<file path="config.mk">
export PLATFORM = sky130hd
export DESIGN_NAME = muldiv_ctrl
export DESIGN_NICKNAME = d
export VERILOG_FILES = /design/src/rtl/muldiv_ctrl.sv
export SDC_FILE = /design/constraint.sdc
export NUM_CORES = 2
export LEC_CHECK = 0
export ABC_AREA = 1
export BUFFER_PORTS_ARGS = -buffer_cell sky130_fd_sc_hd__buf_2
export CAP_MARGIN = 20
export CORE_ASPECT_RATIO = 0.5
export CORE_MARGIN = 5
export CORE_UTILIZATION = 45
export CTS_CLUSTER_DIAMETER = 30
export DETAILED_ROUTE_END_ITERATION = 10
export SYNTH_ARGS = -nofsm -noshare
export SYNTH_HDL_FRONTEND = slang
export SYNTH_SLANG_ARGS = --single-unit
</file>
<file path="constraint.sdc">
create_clock -name clk -period 10.7 [get_ports clk]
set_input_delay 1.07 -clock clk [delete_from_list [all_inputs] [get_ports clk]]
set_output_delay 1.07 -clock clk [all_outputs]
set_load 0.05 [all_outputs]
</file>
<file path="src/rtl/muldiv_ctrl.sv">
// muldiv_ctrl: execute-stage sequencer for MULT/MULTU/DIV/DIVU.
// Owns a MUL_LAT-cycle multiplier and a 1-bit-per-cycle restoring divider.
// It raises stall_mul_o/stall_div_o towards the hazard unit while an
// operation runs. It holds HI/LO in DONE until the pipeline lets the
// instruction leave E, so an operation is never issued twice.
//
// Optional feature, selected by the macro MULDIV_DIV0_FAST_EN:
//   when defined, DIV/DIVU with a zero divisor skips the iterations and
//   goes IDLE->DONE directly. The result is bit-exact with what the full
//   divider produces.
//   when undefined, a zero divisor runs all WIDTH iterations.

module muldiv_ctrl #(
  parameter int WIDTH   = 32,
  parameter int MUL_LAT = 2
) (
  input  logic             clk,
  input  logic             resetn,
  input  logic             start_i,
  input  logic [1:0]       op_i,
  input  logic [WIDTH-1:0] a_i,
  input  logic [WIDTH-1:0] b_i,
  input  logic             cancel_i,
  input  logic             pipe_stall_i,
  output logic             stall_div_o,
  output logic             stall_mul_o,
  output logic             result_vld_o,
  output logic [WIDTH-1:0] hi_o,
  output logic [WIDTH-1:0] lo_o,
  output logic             busy_o
);

  localparam int CNT_MAX = (WIDTH > MUL_LAT) ? WIDTH : MUL_LAT;
  localparam int CNT_W   = $clog2(CNT_MAX + 1);

  typedef enum logic [1:0] {
    S_IDLE = 2'd0,
    S_MUL  = 2'd1,
    S_DIV  = 2'd2,
    S_DONE = 2'd3
  } state_e;

  state_e state_q, state_d;

  // Iteration counter, shared by the multiply delay and the divide loop.
  logic [CNT_W-1:0] cnt_q, cnt_d;
  // Multiplicand, or the dividend/quotient shift register while dividing.
  logic [WIDTH-1:0] aReg_q, aReg_d;
  // Multiplier, or the divisor magnitude while dividing.
  logic [WIDTH-1:0] bReg_q, bReg_d;
  // Partial remainder of the restoring divider.
  logic [WIDTH-1:0] rem_q, rem_d;
  // Signedness and sign-fix flags captured at accept.
  logic             mulSigned_q, mulSigned_d;
  logic             quotNeg_q, quotNeg_d;
  logic             remNeg_q, remNeg_d;
  // Architectural HI/LO result registers.
  logic [WIDTH-1:0] hi_q, hi_d;
  logic [WIDTH-1:0] lo_q, lo_d;

  logic             accept;
  logic             signedDiv;
  logic             fastDiv0;
  logic [WIDTH-1:0] absA;
  logic [WIDTH-1:0] absB;
  logic [WIDTH:0]   partial;
  logic             take;
  logic [WIDTH-1:0] remStep;
  logic [WIDTH-1:0] quotStep;
  logic [2*WIDTH-1:0] aExt;
  logic [2*WIDTH-1:0] bExt;
  logic [2*WIDTH-1:0] product;

  // A new op is taken only from IDLE, never while flushing or in reset.
  assign accept    = resetn && (state_q == S_IDLE) && start_i && !cancel_i;
  assign signedDiv = (op_i == 2'b10);

  // The divider works on magnitudes. Signed DIV folds operand signs away here.
  assign absA = (signedDiv && a_i[WIDTH-1]) ? (~a_i + 1'b1) : a_i;
  assign absB = (signedDiv && b_i[WIDTH-1]) ? (~b_i + 1'b1) : b_i;

`ifdef MULDIV_DIV0_FAST_EN
  assign fastDiv0 = op_i[1] && (b_i == '0);
`else
  assign fastDiv0 = 1'b0;
`endif

  // One restoring-division step: shift in the next dividend bit, then subtract if it fits.
  always_comb begin
    partial  = {rem_q, aReg_q[WIDTH-1]};
    take     = (partial >= {1'b0, bReg_q});
    remStep  = take ? (partial[WIDTH-1:0] - bReg_q) : partial[WIDTH-1:0];
    quotStep = {aReg_q[WIDTH-2:0], take};
  end

  // Full-width product; sign-extending both factors makes the low 2*WIDTH bits signed-correct.
  always_comb begin
    aExt    = mulSigned_q ? {{WIDTH{aReg_q[WIDTH-1]}}, aReg_q} : {{WIDTH{1'b0}}, aReg_q};
    bExt    = mulSigned_q ? {{WIDTH{bReg_q[WIDTH-1]}}, bReg_q} : {{WIDTH{1'b0}}, bReg_q};
    product = aExt * bExt;
  end

  // State register.
  always_ff @(posedge clk) begin
    if (!resetn) begin
      state_q <= S_IDLE;
    end else begin
      state_q <= state_d;
    end
  end

  // Next-state logic. A flush always returns to IDLE.
  always_comb begin
    state_d = state_q;
    if (cancel_i) begin
      state_d = S_IDLE;
    end else begin
      case (state_q)
        S_IDLE: begin
          if (accept) begin
            if (!op_i[1]) begin
              state_d = S_MUL;
            end else if (fastDiv0) begin
              state_d = S_DONE;
            end else begin
              state_d = S_DIV;
            end
          end
        end
        S_MUL: begin
          if (cnt_q == '0) begin
            state_d = S_DONE;
          end
        end
        S_DIV: begin
          if (cnt_q == '0) begin
            state_d = S_DONE;
          end
        end
        S_DONE: begin
          if (!pipe_stall_i) begin
            state_d = S_IDLE;
          end
        end
        default: state_d = S_IDLE;
      endcase
    end
  end

  // Outputs. The stalls cover the accept cycle combinationally. A flush masks them at once.
  always_comb begin
    stall_mul_o  = !cancel_i && ((accept && !op_i[1]) || (state_q == S_MUL));
    stall_div_o  = !cancel_i && ((accept &&  op_i[1]) || (state_q == S_DIV));
    result_vld_o = !cancel_i && (state_q == S_DONE);
    busy_o       = (state_q != S_IDLE);
    hi_o         = hi_q;
    lo_o         = lo_q;
  end

  // Working registers: load on accept, then step the counter and divider.
  always_comb begin
    cnt_d       = cnt_q;
    aReg_d      = aReg_q;
    bReg_d      = bReg_q;
    rem_d       = rem_q;
    mulSigned_d = mulSigned_q;
    quotNeg_d   = quotNeg_q;
    remNeg_d    = remNeg_q;
    if (accept) begin
      cnt_d       = op_i[1] ? CNT_W'(WIDTH - 1) : CNT_W'(MUL_LAT - 1);
      aReg_d      = absA;
      bReg_d      = absB;
      rem_d       = '0;
      mulSigned_d = (op_i == 2'b00);
      quotNeg_d   = signedDiv && (a_i[WIDTH-1] ^ b_i[WIDTH-1]);
      remNeg_d    = signedDiv && a_i[WIDTH-1];
    end else if (state_q == S_DIV) begin
      rem_d  = remStep;
      aReg_d = quotStep;
      if (cnt_q != '0) begin
        cnt_d = cnt_q - 1'b1;
      end
    end else if (state_q == S_MUL) begin
      if (cnt_q != '0) begin
        cnt_d = cnt_q - 1'b1;
      end
    end
  end

  // HI/LO change only on the transition into DONE, and never on a flush.
  always_comb begin
    hi_d = hi_q;
    lo_d = lo_q;
    if (!cancel_i) begin
      case (state_q)
        S_IDLE: begin
`ifdef MULDIV_DIV0_FAST_EN
          if (accept && fastDiv0) begin
            hi_d = a_i;
            lo_d = (signedDiv && a_i[WIDTH-1]) ? {{(WIDTH-1){1'b0}}, 1'b1} : {WIDTH{1'b1}};
          end
`endif
        end
        S_MUL: begin
          if (cnt_q == '0) begin
            {hi_d, lo_d} = product;
          end
        end
        S_DIV: begin
          if (cnt_q == '0) begin
            hi_d = remNeg_q  ? (~remStep + 1'b1)  : remStep;
            lo_d = quotNeg_q ? (~quotStep + 1'b1) : quotStep;
          end
        end
        default: begin
          hi_d = hi_q;
          lo_d = lo_q;
        end
      endcase
    end
  end

  // Datapath and result registers with synchronous reset.
  always_ff @(posedge clk) begin
    if (!resetn) begin
      cnt_q       <= '0;
      aReg_q      <= '0;
      bReg_q      <= '0;
      rem_q       <= '0;
      mulSigned_q <= 1'b0;
      quotNeg_q   <= 1'b0;
      remNeg_q    <= 1'b0;
      hi_q        <= '0;
      lo_q        <= '0;
    end else begin
      cnt_q       <= cnt_d;
      aReg_q      <= aReg_d;
      bReg_q      <= bReg_d;
      rem_q       <= rem_d;
      mulSigned_q <= mulSigned_d;
      quotNeg_q   <= quotNeg_d;
      remNeg_q    <= remNeg_d;
      hi_q        <= hi_d;
      lo_q        <= lo_d;
    end
  end

endmodule

</file>
==> summary.md <==
| Metric | Value |
|---|---|
| Area grow syn2layout | 5.60% |
| Post-synth EDFFs | 0 |
| Sink Count | ~170 |
| DRT Pass-1 Iters | 10 |
| Clock Tree Root | clkbuf_16 |
| DR iter-0 viols | 5,467 |
| Final HPWL DP | ~190,000 microns |
| Clock slew at reported path FFs | roughly 0.08 ns |
| Slowest cell on the critical path | dfxtp_1 |
| Max-slew violations | 0 |
| WL final | between 200,000 and 250,000 microns |
| CP max FO | 18 |
| Pwr/cell area | approximately 67 nW/um^2 |
| Syn_nets | 10,100 |
| Resized Gates After CTS | 0 |
| Hold buffers post-CTS | 0 |
| Placer Congestion | between 1 and 1.5 |
| Avg Cell Area, Syn | approximately 7.6 sq um |
| Die width | 538 microns |
| Crit path time final | about 10 ns |
| DR WL/cell | between 20 and 25 microns |
| Core footprint | 138,000 sq um |
| GR Layer Usage met1 | between 40% and 50% |
| Post-CTS Setup Bufs | 0 |
| Worst Path Arrival | 10.67 ns |
| Placed Cells | between 10,000 and 15,000 |
| Clock skew | 0.0203 ns |
| Largest net degree at the start of global routing | between 90 and 100 |
| WS Path Type | register to register |
| Maximum clock frequency | between 90 and 100 MHz |
| Psw | about 2.6 mW |
| Vias | 52,500 |
| Critical Path Sink Type | register |
| Seq pwr share | 17.8% |
| M3 GR Usage | just under 8% |
| Worst min path class | register to register |
| Finished Layout Cells | about 10,000 |
| Synth cell count leaders | 2,586 x inv_1, 1,793 x nand2_1, 1,420 x fa_1, 352 x ha_1, 326 x nor2_1 |
| Post-synth top area cell | fa_1 |
| Via density per instance | slightly above 5 |
| Number of global-route vias before repair | ~53,000 |
| Synth warn | 0 |
| DRC | 0 |
| Top-count cell post-synth | inv_1 |
| TritonCTS Buffers | 17 |
| Grt peak-use layer | met2 |
| Fin. Hold Viols | 0 |
| Clk buf depth | 2 |
| Num ports | around 140 |
| Comb pwr share | 66.4% |
| CP dominant cell by count | fa_1 |
| Die area | approximately 150,000 sq um |
| Max-cap violations | 0 |
| Async SR Flop Fraction | 0% |
| Post-synth top flop | dfxtp_1 |
| Routed Antenna Nets | 0 |
| Global-route wire length before repair | around 340,000 microns |
| Pint | between 1.5 and 2 mW |
| Worst EP required | between 10 and 15 ns |
| Setup TNS | 0 ns |
| Slew @ Worst Pin | ~1.2 ns |
| Total Routing Usage GR | 31.5% |
| Initial core utilization | between 40% and 50% |
| Peak supply drop | between 0.0001 and 0.00015 V |
| Final net count | 10,100 |
| Site Rows | 96 |
| Register area share after synthesis | about 5.5% |
| Leakage | roughly 39 nW |
| Max_slew headroom | approximately 19% |
| Switching Fraction | between 50 and 60% |
| RSZ-0062 raised after global routing | no |
| CTS tree | yes |
| Share of cells above drive strength 1 | around 5.6% |
| Post-Syn Instances | approximately 8,300 |
| Worst setup SP type | register |
| Top cells by area, synth | fa_1 45%, inv_1 15%, nand2_1 11%, ha_1 7.0%, dfxtp_1 5.5% |
| Distinct cells, synth | 58 |
| CTS HTree Levels | 4 |
| Synth Cell Area | between 60,000 and 70,000 sq um |
| Crit share post-route | 96.7% |
| Grt ovf | 0 |
| Clock network fraction of total power | between 15 and 20% |
| Final setup vio count | 0 |
| CP max stage delay | about 1.1 ns |
| Status | finished clean |
| Worst skew pair latency | around 0.49 ns |
| Initial antenna violation count | 5 |
| Die height | 274 microns |
| Count of input and output buffers | between 100 and 150 |
| Met2 Use GR | between 40% and 50% |
| Top-area cell type share of the netlist area | between 40% and 50% |
| FF+latch count, synth | around 170 |
==> final cells by class <==
type	count	area [sq um]
Sequential cell	171	3470
Antenna cell	6	15.0
Timing Repair Buffer	288	1850
Fill cell	14100	71600
Inverter	2595	9740
Clock buffer	17	425
Clock inverter	15	179
Multi-Input combinational cell	5138	48200
Tap cell	1862	2330
==> power by group through the flow <==
| stage | Combinational (mW) | Sequential [mW] | Clock (mW) |
|---|---|---|---|
| 4_1_cts | 2.86 | 0.781 | 0.693 |
| 5_1_grt | 3.18 | 0.787 | 0.719 |
| 6_report | 2.92 | 0.785 | 0.697 |
| 3_3_place_gp | 2.83 | 0.795 | 0 |
| 2_1_floorplan | 1.81 | 0.774 | 0 |
| 3_5_place_dp | 2.84 | 0.795 | 0 |
==> per-stage QoR <==
stage / worst slack [ns] / hold slack, ns / total power, mW / utilization (%) / instance area (sq um)
floorplan: 1.80 / 0.444 / 2.59 / - / 62700
global placement: 0.653 / 0.455 / 3.63 / 47.6 / 65500
detailed placement: 0.672 / 0.462 / 3.63 / 47.6 / 65500
CTS: 0.647 / 0.473 / 4.33 / 48.0 / 66100
global route: 0.0363 / 0.519 / 4.69 / 48.0 / 66200
finish: 0.355 / 0.477 / 4.41 / 48.0 / 66200
==> state kept, by name, indices dropped and copies added, names as in the netlist <==
register and count:
bReg_q 32, cnt_q 6, state_q 2, remNeg_q 1
quotNeg_q 1, rem_q 32, mulSigned_q 1, lo_o 32
aReg_q 32, hi_o 32
==> per-layer routing <==
layer	wire length [microns]	up-vias
met1	99100	26400
met2	95300	2371
met3	24700	266
met4	6790	2
met5	8	-
li1	-	23400
==> path summary, 6_finish.rpt <==
kind | startpoint | end | slack, ns | cells after the start
setup / recovery | bReg_q[15] | hi_o[9] | 0.36 | 31
hold / removal | cnt_q[4] | cnt_q[4] | 0.48 | 2
setup reg to reg | bReg_q[15] | hi_o[9] | 0.36 | 31
hold reg to reg | cnt_q[4] | cnt_q[4] | 0.48 | 2
==> worst max-delay path, delay by kind of cell, from the launching register on <==
kind	cells	cell delay, ns
adders and majority gates	11	5.12
AOI/OAI and AO/OA	8	2.56
DFF	1	1.12
buffers and inverters	9	1.01
and+or+nand+nor	3	0.33
==> cells by family after synthesis <==
group	Yosys count	synth area share, %
AO/OA/AOI/OAI	732	6.42
XOR/XNOR	111	1.55
adder cells (fa/ha/maj)	1772	52.4
buffers and inverters	2948	17.7
flip-flops	171	5.46
AND/OR/NAND/NOR	2523	16.4
==> cell usage in the layout, fill, tap and decap left out, drive strengths merged, types with 3 or more instances in the layout <==
| cell type | synthesis | routed |
|---|---|---|
| nor3 | 61 | 61 |
| fa | 1420 | 1420 |
| and2 | 10 | 10 |
| a221oi | 7 | 7 |
| o21ai | 289 | 289 |
| nand4 | 34 | 34 |
| nor2 | 344 | 344 |
| o21bai | 6 | 6 |
| diode | 0 | 6 |
| a31oi | 62 | 62 |
| a21oi | 282 | 282 |
| clkinv | 0 | 6 |
| o31ai | 7 | 7 |
| nand2 | 1828 | 1828 |
| a311oi | 5 | 5 |
| o22ai | 25 | 25 |
| nand3 | 191 | 191 |
| ha | 352 | 352 |
| buf | 84 | 287 |
| o211ai | 21 | 21 |
| or2 | 20 | 20 |
| inv | 2595 | 2601 |
| and3 | 4 | 4 |
| nand3b | 20 | 20 |
| clkbuf | 269 | 18 |
| o21a | 5 | 5 |
| xnor2 | 50 | 50 |
| dfxtp | 171 | 171 |
| xor2 | 61 | 61 |
| nor4 | 9 | 9 |
| o221ai | 3 | 3 |
| a21o | 7 | 7 |
(Power assumes the default switching activity.)
